### src/rtl/inst_prefetch_queue.sv
// Instruction prefetch FIFO that splits the head word into an opcode and an operand field.
// Define IPQ_BYPASS_EN to let a word entering an empty queue reach the outputs in the same cycle.
module inst_prefetch_queue #(
  parameter int INST_W = 16,
  parameter int OP_W   = 5,
  parameter int DEPTH  = 4
) (
  input  logic                     clk,
  input  logic                     reset,
  input  logic                     flush,
  input  logic                     in_valid,
  input  logic [INST_W-1:0]        in_inst,
  output logic                     in_ready,
  output logic                     out_valid,
  output logic [OP_W-1:0]          out_op,
  output logic [INST_W-OP_W-1:0]   out_field,
  input  logic                     out_ready,
  output logic [$clog2(DEPTH):0]   count
);

  localparam int PTR_W = $clog2(DEPTH);
  localparam int CNT_W = PTR_W + 1;
  localparam logic [CNT_W-1:0] FULL_C = CNT_W'(DEPTH);

  logic [INST_W-1:0] mem_q [DEPTH];
  logic [PTR_W-1:0]  head_q, head_d;
  logic [PTR_W-1:0]  tail_q, tail_d;
  logic [CNT_W-1:0]  count_q, count_d;
  logic              bypass;
  logic              push;
  logic              pop;
  logic [INST_W-1:0] head_word;

  assign in_ready = !reset && (count_q < FULL_C);

`ifdef IPQ_BYPASS_EN
  assign bypass    = (count_q == '0) && in_valid && !reset && !flush;
  assign head_word = bypass ? in_inst : mem_q[head_q];
`else
  assign bypass    = 1'b0;
  assign head_word = mem_q[head_q];
`endif

  assign out_valid = (count_q != '0) || bypass;
  assign out_op    = out_valid ? head_word[OP_W-1:0] : '0;
  assign out_field = out_valid ? head_word[INST_W-1:OP_W] : '0;
  assign count     = count_q;

  // A bypassed word that the consumer takes immediately never occupies a slot.
  assign push = in_valid && in_ready && !flush && !(bypass && out_ready);
  assign pop  = (count_q != '0) && out_ready && !flush;

  always_comb begin
    head_d  = head_q;
    tail_d  = tail_q;
    count_d = count_q;
    if (flush) begin
      head_d  = '0;
      tail_d  = '0;
      count_d = '0;
    end else begin
      if (push) tail_d = tail_q + 1'b1;
      if (pop)  head_d = head_q + 1'b1;
      case ({push, pop})
        2'b10:   count_d = count_q + 1'b1;
        2'b01:   count_d = count_q - 1'b1;
        default: count_d = count_q;
      endcase
    end
  end

  always_ff @(posedge clk) begin
    if (reset) begin
      head_q  <= '0;
      tail_q  <= '0;
      count_q <= '0;
    end else begin
      head_q  <= head_d;
      tail_q  <= tail_d;
      count_q <= count_d;
    end
  end

  // Storage is never cleared; only count decides what is visible.
  always_ff @(posedge clk) begin
    if (push) mem_q[tail_q] <= in_inst;
  end

endmodule

### config.mk
export PLATFORM = sky130hd
export DESIGN_NAME = inst_prefetch_queue
export DESIGN_NICKNAME = d
export VERILOG_FILES = /design/src/rtl/inst_prefetch_queue.sv
export SDC_FILE = /design/constraint.sdc
export NUM_CORES = 1
export LEC_CHECK = 0
export ABC_AREA = 1
export CAP_MARGIN = 20
export CORE_ASPECT_RATIO = 0.9
export CORE_UTILIZATION = 45
export CTS_CLUSTER_DIAMETER = 30
export CTS_CLUSTER_SIZE = 24
export DETAILED_ROUTE_END_ITERATION = 8
export PLACE_DENSITY = 0.68
export SLEW_MARGIN = 20
export SYNTH_ARGS = -nofsm -noshare
export SYNTH_HDL_FRONTEND = slang
export SYNTH_SLANG_ARGS = --single-unit
### constraint.sdc
create_clock -name clk -period 3.18 [get_ports clk]
set_input_delay 0.636 -clock clk [delete_from_list [all_inputs] [get_ports clk]]
set_output_delay 0.636 -clock clk [all_outputs]
set_load 0.005 [all_outputs]
Yosys cells after proc, flatten, opt, wreduce, memory -nomap -nowiden. Memory sizes are Yosys's and may differ from the RTL's. A register that Yosys moved wholly into a read port is not among the register bits. Index checks and enable logic that the tools add are counted.

Register bits: 7. RAM bits: 64. Input bits: 21. Output and inout port bits: 21. Logic and storage cells: 28. Memories: 1.

Memory list: mem_q (depth 4, bits a word 16, read ports 1, clocked after Yosys merged registers in 1, wr ports 1, RTL line 25) `logic [INST_W-1:0] mem_q [DEPTH];`.

$add $sub $neg: 4. $lt $le $gt $ge: 1. Equal/unequal tests: 2. Muxes and demuxes: 7. Reduce and logical (&&, ||, !) cells: 10.

Operators by type and width (number): $mux W11 (1); $pmux W3 S2 (1); $logic_and A1 B1 Y1 (5); $mux W5 (1); $add A2 B1 Y2 const B (2); $mux W2 (2); $add A3 B1 Y3 const B (1); $lt A3 B3 Y1 const B (1); $reduce_bool A3 Y1 (1); $sub A3 B1 Y3 const B (1); $eq A2 B1 Y1 const B (1); $eq A2 B2 Y1 const B (1); $logic_not A1 Y1 (2); $mux W1 (2); $reduce_bool A2 Y1 (1); $reduce_or A2 Y1 (1).

Longest topological paths before layout. Gate-level depths: netlist of run 1.

Word-level depth: 6. Gate-level depth with buffers: 13. Depth with buffers taken out: 13.

Worst setup path after synthesis of run 1. Ideal clock, no wire load.

Kind: input -> register. Start: in flush. End: mem mem_q[0][0] (enable). Setup time: 0.389 ns. Data arrival time: 1.632 ns. Data required time: 2.791 ns. Setup slack: 1.160 ns. Stages: 3. Path buffers: 0. Cells stage by stage: nor2_4 > nand3_2 > nor2_1.

Cells in the longest elaborated chain, start to end: 4.

RTL lines: start: declaration (RTL line 10) `input logic flush,`; $logic_not A1 Y1 (RTL line 50) `assign push = in_valid && in_ready && !flush && !(bypass && out_ready);`; $logic_and A1 B1 Y1 (RTL line 50); $mux W1 (RTL line 86) `if (push) mem_q[tail_q] <= in_inst;`; $mux W1 (not written as such) (RTL line 86); end: declaration (RTL line 25).

Every way passes these cells.

==> qor.json, run 1 <==
{
  "clock_network": {
    "clkSinkCount": 73,
    "cts_buffers": 9,
    "cts_tree": "done",
    "root_cell_of_the_clock_tree": "sky130_fd_sc_hd__clkbuf_8",
    "clkSlewWorstSetupHoldPaths_ns": 0.07,
    "htreeDepth": 3,
    "clock_tree.buffer_depth": 2,
    "clkLatencyLatePin_ns": 0.34,
    "cts.repair_timing.setup_buffer_count": 0
  },
  "synthesis": {
    "synth-seq-area-share": 0.685,
    "synth_largest_type_area_fraction": 0.626,
    "synth.net_count": 287,
    "synth-seq-cells": 73,
    "post_synth.cell_area_avg_um2": 11.8,
    "yosys.cell_types.count": 21,
    "ys_warn_count": 0,
    "yosys.area_share.xor_xnor": 0,
    "combinational_family_with_the_most_area_after_synthesis": "simple AND/OR/NAND/NOR gates",
    "asyncSetResetFlopFracSynth": 0,
    "syn_area_mm2": 0.00307,
    "synthDominantAreaCellType": "sky130_fd_sc_hd__edfxtp_1",
    "synth_cells": 260,
    "post-synth-top-count-cell": "sky130_fd_sc_hd__nor2_1",
    "synth.top_cells.by_area": "sky130_fd_sc_hd__edfxtp_1, sky130_fd_sc_hd__nor2_1, sky130_fd_sc_hd__dfxtp_1",
    "post_synth_adder_cell_area": 0.0269,
    "synth.area.mux_share": 0,
    "synth_enable_flop_cells": 64,
    "synth_simple_gate_area_frac": 0.121,
    "synth_ff_type": "sky130_fd_sc_hd__edfxtp_1",
    "post_synth_most_frequent_cells": "sky130_fd_sc_hd__nor2_1, sky130_fd_sc_hd__edfxtp_1, sky130_fd_sc_hd__o21ai_1, sky130_fd_sc_hd__inv_1, sky130_fd_sc_hd__a21oi_1",
    "synth_compound_area_frac": 0.104
  },
  "critical_path": {
    "cp.arrival_ns": 2.10,
    "timing_worst_setup_path_type": "reg2out",
    "timing.rr.start": "count[0]",
    "critical_path.endpoint_type": "primary output",
    "timing.critical_path.from_type": "flop",
    "worstPathMaxFanout": 32,
    "rrSetupSlack_ns": 1.35,
    "cp_data_required_time_ns": 2.54,
    "rr_endpoint": "count[2]",
    "worstRegToRegCells": 11
  },
  "hold_path": {
    "hold_path.startpoint": "head_q[1]",
    "timing.hold.worst.class": "reg2reg",
    "min_to": "head_q[1]",
    "hold_path_depth": 2
  },
  "global_routing": {
    "grt_max_degree": 33,
    "first_pass_grt_wire_length_um": 9000,
    "via_count_of_the_first_global_routing_pass": 1876,
    "grt_antenna_before_repair": 0,
    "overflow": 0,
    "globalRouteTotalUtil": 0.177
  },
  "detailed_routing": {
    "detail_route.drc_violations": 0,
    "met3_length_um": 295,
    "avgViaCountPerCell": 4.82,
    "met2WireLength_um": 2840,
    "detailedRoute.firstPassIterationCount": 4,
    "vias": 1953,
    "post_drt_wl_per_cell_um": 14.0,
    "antenna_left": 0,
    "routed_wirelength_um": 5650,
    "highest-signal-layer": "met4",
    "detail_route.wirelength.met1_um": 2430,
    "first_iter_violations": 117
  },
  "place": {
    "placed_area_mm2": 0.00354,
    "dpl.hpwl_um": 3660,
    "gp_congestion": 0.757,
    "buffer_ports.inserted": 41,
    "dp_cells": 389
  },
  "power": {
    "total_power_mw": 1.73,
    "power_switching_share": 0.208,
    "pwr-share-seq": 0.609,
    "net-switching-power_uw": 360,
    "p_int_mw": 1.37,
    "power.static_leakage_nw": 1.28,
    "max-vdd-ir-drop_v": 0.000265,
    "pwr-share-comb": 0.054,
    "power.density_mw_per_mm2": 468,
    "p_clk_frac": 0.337
  },
  "timing": {
    "setup-tns-final_ns": 0,
    "hold-worst-slack_ns": 0.500,
    "fmax_ghz": 0.365,
    "max_slew.worst_pin.slew_ns": 0.533,
    "timing.max_slew.rel_slack": 0.644,
    "hold_violations": 0,
    "finClkSkew_ns": 0.00451,
    "post-route-min-period_ns": 2.74,
    "setup_repair_after_global_routing_missed_its_margin": "false",
    "slew_viol_final": 0,
    "report.final.setup_viol": 0,
    "final.period_utilization": 0.862
  },
  "cells_and_area": {
    "diodes": 0,
    "drive_gt1_frac": 0.117,
    "stdcell_count": 405,
    "finished_layout_cell_area_mm2": 0.00370,
    "nets": 337,
    "area_delta_synth_final_pct": 20.5
  },
  "die": {
    "chipWidth_um": 89.1,
    "initial_util": 0.466,
    "die_height_um": 80.4,
    "die_area_mm2": 0.00716,
    "rows": 28,
    "io_pins": 42,
    "coreArea_mm2": 0.00659
  },
  "job": {
    "max_cap_viol_count": 0
  },
  "outcome": {
    "run_status": "finished, final reports clean"
  }
}
power groups by stage:
stage / registers (mW) / logic (mW) / clock network [mW]
CTS: 1.05 / 0.0946 / 0.601
floorplan: 1.08 / 0.0366 / 0
detailed placement: 1.08 / 0.0943 / 0
global placement: 1.08 / 0.0920 / 0
global route: 1.06 / 0.103 / 0.639
finish: 1.06 / 0.0931 / 0.584
sequential cells by signal, indices dropped and copies added, names as in the netlist, named ones only:
| name | flops |
|---|---|
| count | 3 |
| head_q | 2 |
| tail_q | 2 |
| mem_q | 64 |
worst max-delay path, cell delays in order (launching register included):
cell                              delay, ns
sky130_fd_sc_hd__dfxtp_2               0.43
sky130_fd_sc_hd__inv_2                 0.44
sky130_fd_sc_hd__o21ai_1               0.18
sky130_fd_sc_hd__a21oi_2               0.18
sky130_fd_sc_hd__clkdlybuf4s50_1       0.51
through the flow:
step,setup slack [ns],utilization
after CTS,0.137,0.561
after global placement,0.581,0.538
after global routing,0.257,0.562
after detailed placement,0.520,0.538
final,0.440,0.562
after floorplan,1.16,-
worst max path at each step:
stage               startpoint       endpoint  slack, ns
finish                    flop   out_field[3]       0.44
global route              flop  out_field[10]       0.26
CTS                       flop   out_field[6]       0.14
detailed placement        flop   out_field[6]       0.52
global placement          flop      out_op[3]       0.58
floorplan                flush    mem_q[0][0]       1.16
final cells by class:
cell class | instances | area [um^2]
tap | 90 | 113
multi-input combinational | 156 | 773
clock buffer | 11 | 131
timing repair buffer | 50 | 478
fill | 580 | 2890
inverter | 20 | 77.6
clock inverter | 5 | 22.5
sequential | 73 | 2100
per-layer routing:
layer,global-route usage,vias up
met5,0,-
met4,0.0857,0
met3,0.0473,11
met2,0.292,42
met1,0.215,918
li1,-,982
logic make-up (layout without fill, tap and decap cells):
family | count (synthesis) | after routing
and+or+nand+nor | 93 | 93
DFF | 73 | 73
AOI/OAI and AO/OA | 57 | 57
buffers and inverters | 31 | 86
adders and majority gates | 6 | 6
what timing repair did:
action	CTS	global route
gates resized for setup	0	1
endpoints found under the setup margin	0	4
hold buffers	0	0
cells in the final DEF (no fill, tap or decap), drive strengths merged:
| cell | count |
|---|---|
| clkbuf | 11 |
| clkdlybuf4s50 | 41 |
| o21ai | 36 |
| dfxtp | 9 |
| nand3 | 4 |
| edfxtp | 64 |
| inv | 20 |
| a21oi | 21 |
| nand2 | 12 |
| ha | 5 |
| nor2 | 77 |
| clkinvlp | 1 |
| clkinv | 4 |
| fa | 1 |
| buf | 9 |
Note: power is estimated with default switching activity, not from simulation.
==> run 2, diff against run 1 <==
--- a/config.mk
+++ b/config.mk
@@ -6,6 +6,7 @@
 export NUM_CORES = 1
 export LEC_CHECK = 0
 export ABC_AREA = 1
+export ABC_CLOCK_PERIOD_IN_PS = 3180
 export CAP_MARGIN = 20
 export CORE_ASPECT_RATIO = 0.9
 export CORE_UTILIZATION = 45
==> results of run 2 <==
Final layout, timing and power as in run 1 (identical DEF).
==> run 3, diff against run 2 <==
--- a/config.mk
+++ b/config.mk
@@ -9,11 +9,13 @@
 export ABC_CLOCK_PERIOD_IN_PS = 3180
 export CAP_MARGIN = 20
 export CORE_ASPECT_RATIO = 0.9
+export CORE_MARGIN = 4
 export CORE_UTILIZATION = 45
 export CTS_CLUSTER_DIAMETER = 30
 export CTS_CLUSTER_SIZE = 24
 export DETAILED_ROUTE_END_ITERATION = 8
 export PLACE_DENSITY = 0.68
+export SKIP_CTS_REPAIR_TIMING = 1
 export SLEW_MARGIN = 20
 export SYNTH_ARGS = -nofsm -noshare
 export SYNTH_HDL_FRONTEND = slang
==> constraint.sdc (replaced) <==
create_clock -name clk -period 3.18 [get_ports clk]
set_input_delay 0.477 -clock clk [delete_from_list [all_inputs] [get_ports clk]]
set_output_delay 0.477 -clock clk [all_outputs]
set_load 0.005 [all_outputs]
==> run 3 against run 2 <==
Effect of this change:
- hold slack worse by 0.0028 ns
- fmax rose by 2.0%
- worst setup slack improved by 0.053 ns
- critical path type unchanged
- critical endpoint is now out_field[10]
- largest cell class unchanged
- largest power group unchanged
==> qor.json, run 3 (synthesis results as in run 1) <==
{
  "power": {
    "power_switching_share": {"value": 0.192, "change": "-0.0159"},
    "p_clk_frac": {"value": 0.395, "change": "+0.058"},
    "max-vdd-ir-drop": {"value": 0.000301, "unit": "V", "change": "+13%"},
    "net-switching-power": {"value": 366, "unit": "uW", "change": "+1.5%"},
    "p_int": {"value": 1.54, "unit": "mW", "change": "+12%"},
    "pwr-share-comb": {"value": 0.051, "change": "-0.003"},
    "total_power": {"value": 1.90, "unit": "mW", "change": "+9.9%"},
    "pwr-share-seq": {"value": 0.554, "change": "-0.055"},
    "power.static_leakage": {"value": 1.31, "unit": "nW", "change": "+2.3%"},
    "power.density": {"value": 506, "unit": "mW/mm^2", "change": "+8.1%"}
  },
  "cells_and_area": {
    "mostFrequentLayoutCell": "sky130_fd_sc_hd__nor2_1",
    "diodes": {"value": 0, "change": "unchanged"},
    "top_register": "mem_q",
    "drive_gt1_frac": {"value": 0.127, "change": "+0.00993"},
    "nets": {"value": 336, "change": "-0.30%"},
    "multi_input_comb_area": {"value": 773, "unit": "um^2", "change": "unchanged"},
    "layout.area.seq": {"value": 0.00210, "unit": "mm^2", "change": "about the same"},
    "area_delta_synth_final_pct": 22.5,
    "fill_cells": {"value": 581, "change": "+0.17%"},
    "final_cell_mix": "sky130_fd_sc_hd__nor2_1, sky130_fd_sc_hd__edfxtp_1, sky130_fd_sc_hd__clkdlybuf4s50_1",
    "stdcell_count": {"value": 404, "change": "-0.25%"},
    "finished_layout_cell_area": {"value": 0.00376, "unit": "mm^2", "change": "+1.6%"},
    "utilization": {"value": 0.571, "change": "+0.00912"},
    "max_ffs_per_register": {"value": 64, "change": "unchanged"}
  },
  "global_routing": {
    "overflow": {"value": 0, "change": "unchanged"},
    "first_pass_grt_wire_length": {"value": 9640, "unit": "um", "change": "+7.1%"},
    "globalRouteTotalUtil": {"value": 0.157, "change": "-0.0200"},
    "grt_max_degree": {"value": 33, "change": "unchanged"},
    "grt_antenna_before_repair": {"value": 0, "change": "unchanged"},
    "via_count_of_the_first_global_routing_pass": {"value": 1979, "change": "+5.5%"}
  },
  "place": {
    "buffer_ports.inserted": {"value": 41, "change": "unchanged"},
    "placed_area": {"value": 0.00355, "unit": "mm^2", "change": "+0.14%"},
    "dpl.hpwl": {"value": 3790, "unit": "um", "change": "+3.4%"},
    "dp_worst_setup_slack": {"value": 0.772, "unit": "ns", "change": "+0.252 ns"},
    "gp_congestion": {"value": 0.752, "change": "-0.66%"},
    "dp_cells": {"value": 388, "change": "-0.26%"}
  },
  "clock_network": {
    "cts_tree": "done",
    "htreeDepth": {"value": 3, "change": "unchanged"},
    "clkSinkCount": {"value": 73, "change": "unchanged"},
    "clkLatencyLatePin": {"value": 0.33, "unit": "ns", "change": "about the same"},
    "root_cell_of_the_clock_tree": "sky130_fd_sc_hd__clkbuf_8",
    "cts_buffers": {"value": 9, "change": "unchanged"},
    "clkSlewWorstSetupHoldPaths": {"value": 0.07, "unit": "ns", "change": "about the same"},
    "clock_tree.buffer_depth": {"value": 2, "change": "unchanged"}
  },
  "critical_path": {
    "timing.critical_path.from_type": "flop",
    "cpMostUsedCell": "sky130_fd_sc_hd__nor2_1",
    "cp_data_required_time": {"value": 2.70, "unit": "ns", "change": "+0.16 ns"},
    "worstPathMaxFanout": {"value": 13, "change": "-59%"},
    "timing_worst_setup_path_type": "reg2out",
    "critPathBufInv": {"value": 2, "change": "unchanged"},
    "cpMaxStageDelayCell": "sky130_fd_sc_hd__dfxtp_1",
    "critical_path.top_delay_family": "buffers and inverters",
    "cp_cell_instances": "buf_4 -> nor2_1 -> nor2_1 -> o21ai_0 -> a21oi_1 -> clkdlybuf4s50_1",
    "cp.arrival": {"value": 2.21, "unit": "ns", "change": "+0.11 ns"},
    "worst_path_largest_cell_delay": {"value": 0.64, "unit": "ns", "change": "+0.13 ns"},
    "critical_path.endpoint_type": "primary output"
  },
  "timing": {
    "report.final.setup_viol": {"value": 0, "change": "unchanged"},
    "setup_repair_after_global_routing_missed_its_margin": "false",
    "finClkSkew": {"value": 0.00531, "unit": "ns", "change": "+0.000802 ns"},
    "hold_violations": {"value": 0, "change": "unchanged"},
    "post-route-min-period": {"value": 2.69, "unit": "ns", "change": "-0.0533 ns"},
    "slew_viol_final": {"value": 0, "change": "unchanged"},
    "layout_setup_ws": {"value": 0.494, "unit": "ns", "change": "+0.0533 ns"},
    "setup-tns-final": {"value": 0, "unit": "ns", "change": "unchanged"},
    "hold-worst-slack": {"value": 0.498, "unit": "ns", "change": "-0.00276 ns"},
    "fmax": {"value": 0.372, "unit": "GHz", "change": "+2.0%"},
    "final.period_utilization": {"value": 0.845, "change": "-0.0168"},
    "timing.max_slew.rel_slack": {"value": 0.655, "change": "+0.0111"},
    "max_slew.worst_pin.slew": {"value": 0.515, "unit": "ns", "change": "-0.0177 ns"}
  },
  "die": {
    "chipWidth": {"value": 95.1, "unit": "um", "change": "+6.7%"},
    "die_height": {"value": 86.4, "unit": "um", "change": "+7.5%"},
    "die_area": {"value": 0.00821, "unit": "mm^2", "change": "+15%"},
    "initial_util": {"value": 0.466, "change": "unchanged"},
    "io_pins": {"value": 42, "change": "unchanged"},
    "rows": {"value": 28, "change": "unchanged"},
    "coreArea": {"value": 0.00659, "unit": "mm^2", "change": "unchanged"}
  },
  "detailed_routing": {
    "first_iter_violations": {"value": 94, "change": "-20%"},
    "detailedRoute.firstPassIterationCount": {"value": 4, "change": "unchanged"},
    "antenna_left": {"value": 0, "change": "unchanged"},
    "routed_wirelength": {"value": 5910, "unit": "um", "change": "+4.5%"},
    "vias": {"value": 1953, "change": "unchanged"},
    "post_drt_wl_per_cell": {"value": 14.6, "unit": "um", "change": "+4.8%"},
    "avgViaCountPerCell": {"value": 4.83, "change": "+0.25%"},
    "detail_route.drc_violations": {"value": 0, "change": "unchanged"}
  },
  "hold_path": {
    "timing.hold.worst.class": "reg2reg"
  },
  "job": {
    "max_cap_viol_count": {"value": 0, "change": "unchanged"}
  },
  "outcome": {
    "run_status": "finished, final reports clean"
  }
}
[run 3: cell types whose count changed in the layout (fill, tap and decap cells not counted)]
cell,before,now
sky130_fd_sc_hd__clkinv_2,0,3
sky130_fd_sc_hd__clkbuf_1,2,1
sky130_fd_sc_hd__bufinv_16,0,2
sky130_fd_sc_hd__buf_4,9,7
sky130_fd_sc_hd__clkinv_1,4,0
sky130_fd_sc_hd__dfxtp_1,8,9
sky130_fd_sc_hd__dfxtp_2,1,0
sky130_fd_sc_hd__buf_12,0,1
[run 3: worst paths after layout]
check / from / to / slack [ns] / depth (start not counted)
hold reg to reg: head_q[1] / head_q[1] / 0.50 / 2
setup reg to reg: count[0] / count[2] / 1.37 / 13
hold / removal: head_q[1] / head_q[1] / 0.50 / 2
setup / recovery: flop / out_field[10] / 0.49 / 6
[run 3: power by group through the flow]
| stage | clock network (mW) | registers (mW) | logic (mW) |
|---|---|---|---|
| floorplan | 0 | 1.08 | 0.0366 |
| global placement | 0 | 1.08 | 0.0952 |
| detailed placement | 0 | 1.08 | 0.0974 |
| CTS | 0.772 | 1.05 | 0.0980 |
| global route | 0.815 | 1.05 | 0.107 |
| finish | 0.753 | 1.05 | 0.0962 |
[run 3: final cells by class]
| class | instances | area share |
|---|---|---|
| Sequential cell | 73 | 0.559 |
| Multi-Input combinational cell | 156 | 0.206 |
| Clock inverter | 6 | 0.0220 |
| Clock buffer | 10 | 0.0340 |
| Timing Repair Buffer | 49 | 0.128 |
| Tap cell | 90 | 0.0300 |
| Inverter | 20 | 0.0206 |
[run 3: worst register-to-register path, cell delays in order, from the launching register on]
cell,delay (ns)
sky130_fd_sc_hd__dfxtp_1,0.38
sky130_fd_sc_hd__nor2_1,0.08
sky130_fd_sc_hd__nand2_2,0.11
sky130_fd_sc_hd__nand2_1,0.09
sky130_fd_sc_hd__inv_1,0.09
sky130_fd_sc_hd__ha_1,0.17
sky130_fd_sc_hd__inv_1,0.07
sky130_fd_sc_hd__fa_1,0.39
sky130_fd_sc_hd__inv_1,0.07
sky130_fd_sc_hd__nand2_1,0.04
sky130_fd_sc_hd__nand3_1,0.08
sky130_fd_sc_hd__nand2_1,0.05
sky130_fd_sc_hd__nand2_1,0.05
sky130_fd_sc_hd__nor2_1,0.03
[run 3: per-layer routing]
metal	part of all wire	track usage
met5	0	0
met4	0.0081	0.0472
met3	0.028	0.0399
met2	0.53	0.281
met1	0.43	0.185
